[src/rtl/digit_serial_addsub_pkg.sv]
// Shared types and constants for the digit-serial adder/subtractor.
package addsub_pkg;

  typedef enum logic [1:0] {
    IDLE = 2'd0,
    RUN  = 2'd1,
    DONE = 2'd2
  } state_t;

  localparam logic OP_ADD = 1'b0;
  localparam logic OP_SUB = 1'b1;

endpackage

[src/rtl/digit_serial_addsub_slice.sv]
// SLICE-bit combinational ripple add/sub digit; exposes the carry into the MSB
// so the caller can form signed overflow on the last digit.
module addsub_slice #(
  parameter int SLICE = 4
) (
  input  logic [SLICE-1:0] a,
  input  logic [SLICE-1:0] b,
  input  logic             ctrl,
  input  logic             cin,
  output logic [SLICE-1:0] s,
  output logic             cout,
  output logic             c_msb_in
);

  logic [SLICE:0]   c;
  logic [SLICE-1:0] bx;

  always_comb begin
    bx = b ^ {SLICE{ctrl}};
    c  = '0;
    s  = '0;
    c[0] = cin;
    for (int i = 0; i < SLICE; i++) begin
      s[i]   = a[i] ^ bx[i] ^ c[i];
      c[i+1] = (a[i] & bx[i]) | (a[i] & c[i]) | (bx[i] & c[i]);
    end
    cout     = c[SLICE];
    c_msb_in = c[SLICE-1];
  end

endmodule

[src/rtl/digit_serial_addsub.sv]
// Wide add/sub computed one SLICE-bit digit per clock, LSB first, through a
// single narrow slice; valid/ready request and response handshakes.
module digit_serial_addsub
  import addsub_pkg::*;
#(
  parameter int WIDTH = 16,
  parameter int SLICE = 4
) (
  input  logic             clk,
  input  logic             rst_n,
  input  logic             start_valid,
  output logic             start_ready,
  input  logic [WIDTH-1:0] a,
  input  logic [WIDTH-1:0] b,
  input  logic             ctrl,
  output logic             res_valid,
  input  logic             res_ready,
  output logic [WIDTH-1:0] sum,
  output logic             cout,
  output logic             ovf,
  output logic             zero
);

  localparam int NSLICE = WIDTH / SLICE;
  localparam int CW     = (NSLICE > 1) ? $clog2(NSLICE) : 1;

  state_t           state_q;
  logic [CW-1:0]    idx_q;
  logic             carry_q;
  logic [WIDTH-1:0] a_q, b_q;
  logic             ctrl_q;
  logic [WIDTH-1:0] sum_q, sum_d;
  logic             cout_q, ovf_q, zero_q;
  logic             res_valid_q, start_ready_q;

  logic [SLICE-1:0] dig_s;
  logic             dig_c, dig_cmsb;
  logic             accept, last;

  assign accept = (state_q == IDLE) && start_valid && start_ready_q;
  assign last   = (idx_q == CW'(NSLICE - 1));

  // Operands shift right each RUN cycle, so the active digit is always at the bottom.
  addsub_slice #(.SLICE(SLICE)) u_slice (
    .a        (a_q[SLICE-1:0]),
    .b        (b_q[SLICE-1:0]),
    .ctrl     (ctrl_q),
    .cin      (carry_q),
    .s        (dig_s),
    .cout     (dig_c),
    .c_msb_in (dig_cmsb)
  );

  always_comb begin
    sum_d = sum_q;
    sum_d[int'(idx_q)*SLICE +: SLICE] = dig_s;
  end

  always_ff @(posedge clk) begin
    if (accept) begin
      a_q    <= a;
      b_q    <= b;
      ctrl_q <= ctrl;
    end else if (state_q == RUN) begin
      a_q <= a_q >> SLICE;
      b_q <= b_q >> SLICE;
    end
  end

  always_ff @(posedge clk or negedge rst_n) begin
    if (!rst_n) begin
      state_q       <= IDLE;
      start_ready_q <= 1'b1;
      res_valid_q   <= 1'b0;
      sum_q         <= '0;
      cout_q        <= 1'b0;
      ovf_q         <= 1'b0;
      zero_q        <= 1'b0;
      idx_q         <= '0;
      carry_q       <= 1'b0;
    end else begin
      case (state_q)
        IDLE: begin
          if (accept) begin
            carry_q       <= (ctrl == OP_SUB);
            idx_q         <= '0;
            start_ready_q <= 1'b0;
            state_q       <= RUN;
          end
        end
        RUN: begin
          sum_q   <= sum_d;
          carry_q <= dig_c;
          if (last) begin
            cout_q      <= dig_c;
            ovf_q       <= dig_cmsb ^ dig_c;
            zero_q      <= (sum_d == '0);
            res_valid_q <= 1'b1;
            state_q     <= DONE;
          end else begin
            idx_q <= idx_q + CW'(1);
          end
        end
        DONE: begin
          if (res_ready) begin
            res_valid_q   <= 1'b0;
            start_ready_q <= 1'b1;
            state_q       <= IDLE;
          end
        end
        default: begin
          state_q       <= IDLE;
          start_ready_q <= 1'b1;
          res_valid_q   <= 1'b0;
        end
      endcase
    end
  end

  assign start_ready = start_ready_q;
  assign res_valid   = res_valid_q;
  assign sum         = sum_q;
  assign cout        = cout_q;
  assign ovf         = ovf_q;
  assign zero        = zero_q;

endmodule

[config.mk]
export PLATFORM = sky130hd
export DESIGN_NAME = digit_serial_addsub
export DESIGN_NICKNAME = d
export VERILOG_FILES = /design/src/rtl/digit_serial_addsub_pkg.sv /design/src/rtl/digit_serial_addsub_slice.sv /design/src/rtl/digit_serial_addsub.sv
export SDC_FILE = /design/constraint.sdc
export NUM_CORES = 1
export LEC_CHECK = 0
export ABC_AREA = 1
export BUFFER_PORTS_ARGS = -buffer_cell sky130_fd_sc_hd__buf_2
export CORE_UTILIZATION = 45
export CTS_BUF_LIST = sky130_fd_sc_hd__clkbuf_16
export DETAILED_ROUTE_END_ITERATION = 10
export HOLD_SLACK_MARGIN = 0.02
export PLACE_DENSITY = 0.64
export REMOVE_ABC_BUFFERS = 1
export SYNTH_ARGS = -nofsm -noshare
export SYNTH_HDL_FRONTEND = slang
export SYNTH_SLANG_ARGS = --single-unit
[constraint.sdc]
create_clock -name clk -period 7.85 [get_ports clk]
set_input_delay 1.1775 -clock clk [delete_from_list [all_inputs] [get_ports clk]]
set_output_delay 1.1775 -clock clk [all_outputs]
set_load 0.005 [all_outputs]
==> metrics.md <==
| Metric | Value |
|---|---|
| Status | `finished clean` |
| Clock slew at reported path FFs | `~0.050 ns` |
| Hold Path Class | `flip-flop to flip-flop` |
| Tcrit/Tclk final | `36.7%` |
| Highest clock rate | `~350 MHz` |
| Pleak | `1.77 nW` |
| Hold bufs inserted after CTS | `0` |
| Final core occ | `58.3%` |
| Largest net degree at the start of global routing | `37` |
| Drt first pass iters | `4` |
| Crit path DAT | `about 3.1 ns` |
| Final GP Congestion | `0.870` |
| Final setup vio count | `0` |
| Die area | `a little under 7000 um^2` |
| Num ports | `just under 60` |
| WL per Instance | `approximately 12 um` |
| Global Route Usage Sum | `around a fifth` |
| Setup Buffers After CTS | `0` |
| Post-DRT Antenna Nets | `0` |
| Critical Path Source Type | `flip-flop` |
| Starting density of the core | `about 48%` |
| Via count | `2266` |
| Peak supply drop | `slightly above 200 uV` |
| Largest area contributor in the netlist | `edfxtp_1` |
| Type of the worst setup path | `flip-flop to flip-flop` |
| Fill cells | `around 580` |
| Total congestion overflow | `0` |
| CTS resizes | `0` |
| DRC viols | `0` |
| Ys async rst share | `around 44%` |
| Max Transition Viols Final | `0` |
| Max-cap violation count | `0` |
| Crit path cell chain | `xnor2_1 -> fa_1 -> fa_1 -> inv_1 -> fa_1 -> fa_1 -> inv_1 -> nor2_1 -> nand2_1 -> nand2_1 -> nor2_1 -> nand3_1 -> nor2_1 -> nand2_1 -> nand2_1` |
| CTS tree | `yes` |
| Post-Synthesis Cell Area | `2920 um^2` |
| Clock Sinks | `59` |
| Post-place setup slack | `approximately 5.0 ns` |
| Final Worst Setup Slack | `between 4 and 5 ns` |
| IO Port Bufs | `57` |
| Primary FF master, synth | `edfxtp_1` |
| Die Ht | `just over 80 um` |
| N_diodes | `0` |
| Hold Vio Cnt, Final | `0` |
| Critical Path RT | `just over 8 ns` |
| Total CTS buffers | `9` |
| Fin nets | `about 440` |
| Vias/cell | `4.84` |
| Top cells by count, synth | `131 x nand2_1, 33 x edfxtp_1, 31 x nor2_1` |
| Power Density | `about 470 nW/um^2` |
| Post-synthesis cell type count | `24` |
| Antenna violations before repair | `0` |
| Num rows | `28` |
| Area of the core region | `a little over 6000 um^2` |
| Cells after Synth | `approximately 330` |
| Top cells by area, synth | `edfxtp_1 34%, dfrtp_1 21%, nand2_1 17%, nor2_1 4.0%, inv_1 3.7%` |
| CTS Buffer Depth | `2` |
| H-tree levels | `3` |
| Avg Cell Area, Syn | `around 8.9 um^2` |
| 1st-iter DRT viols | `88` |
| Worst-Skew Late Latency | `approximately 0.33 ns` |
| Synth Register Bits | `59` |
| Total wire length | `5.73 mm` |
| Clock Skew | `approximately 0.011 ns` |
| Fraction of layout cells with a size suffix above 1 | `between 20 and 25%` |
| Post-synth EDFFs | `33` |
| Fin crit period | `approximately 2.9 ns` |
| Vias in the first global route | `2195` |
| Measured slew at the worst slew-check pin | `0.747 ns` |
| Seq/Total Area, Yosys | `a little under three fifths` |
| Ys Warns | `0` |
| Crit-path max cell delay | `approximately 0.48 ns` |
| Die X-Extent | `approximately 83 um` |
| RSZ-0062 raised after global routing | `false` |
| CP max FO | `4` |
| Count leader, synth | `nand2_1` |
| Crit end category | `flip-flop` |
| Final HPWL DP | `about 3.9 mm` |
| Slowest-stage cell, CP | `fa_1` |
| Setup TNS | `0 ns` |
| First-pass GRT wire length | `approximately 9.5 mm` |
| Slew headroom | `50.2%` |
| Top cell type's share of synthesized area | `~34%` |
| CTS Root Cell | `clkbuf_16` |
| Area growth from synthesis to layout | `21.7%` |
[power by group]
group / switching [mW] / internal [mW]
clock network: 0.133 / 0.274
registers: 0.0718 / 0.526
logic: 0.426 / 0.244
total: 0.631 / 1.04
[path summary, 6_finish.rpt]
kind | from | endpoint | slack (ns) | cells after the start
worst min register to register | start_ready | start_ready | 0.49 | 2
max in group asynchronous | rst_n | res_valid | 6.60 | 1
worst min-delay path | start_ready | start_ready | 0.49 | 2
worst max register to register | ctrl_q | zero | 4.97 | 15
worst max-delay path | ctrl_q | zero | 4.97 | 15
min in group asynchronous | rst_n | sum[8] | 0.86 | 1
[cells in the final DEF, fill, tap and decap left out]
cell type and count:
clkinv_4 1, nand3_1 7, fa_1 4, o21ai_1 14, bufinv_16 2, ha_1 6
clkbuf_16 9, edfxtp_1 33, clkinv_2 2, inv_2 8, xnor2_1 3, nor3_1 1
dfstp_2 1, nor2_1 31, dfrtp_1 25, nand3_2 1, buf_4 1, nor2_2 6
a22oi_1 2, o22ai_1 5, nand2_1 131, a31oi_1 7, buf_2 57, nand4_1 3
inv_1 31, xor2_1 2
[critical path, delay by kind of cell, from the launching register on]
family	cells	cell delay, ns
xor gates and xnor gates	1	0.19
adders and majority gates	4	1.46
buffers and inverters	2	0.15
DFF	1	0.47
and+or+nand+nor	8	0.55
[kinds of logic (layout without fill, tap and decap cells)]
| family | count (synthesis) | after routing | synth area share [%] |
|---|---|---|---|
| and+or+nand+nor | 180 | 180 | 24.5 |
| xor gates and xnor gates | 5 | 5 | 1.50 |
| buffers and inverters | 47 | 111 | 6.98 |
| DFF | 59 | 59 | 56.3 |
| AOI/OAI and AO/OA | 28 | 28 | 5.48 |
| adders and majority gates | 10 | 10 | 5.31 |
[area by class of cell]
class	count	area, um^2	area share, %
clock inverter	7	86.3	2.43
timing repair buffer	58	293	8.24
clock buffer	9	225	6.34
inverter	37	139	3.91
tap	75	93.8	2.64
multi-input combinational	223	1070	30.2
sequential	59	1640	46.2
[layer usage]
layer	up-vias	wire length (um)	global-route usage [%]
met1	1030	2560	21.8
met3	8	280	5.27
met5	-	0	0
met4	0	90	9.83
li1	1169	-	-
met2	59	2800	32.6
[per-stage QoR]
step	instance area [um^2]	hold slack (ns)	power [mW]	instances
finish	3550	0.488	1.68	468
global route	3550	0.513	1.81	468
CTS	3550	0.487	1.69	468
detailed placement	3240	0.481	1.28	452
global placement	3240	0.468	1.27	452
floorplan	2860	0.465	1.08	319
[registers in the layout (all words and copies together), names as in the netlist]
register and cells:
ctrl_q 1, sum 16, cout 1, start_ready 1, state_q 2, ovf 1
b_q 16, carry_q 1, zero 1, res_valid 1, a_q 16, idx_q 2
(Power assumes the default switching activity.)
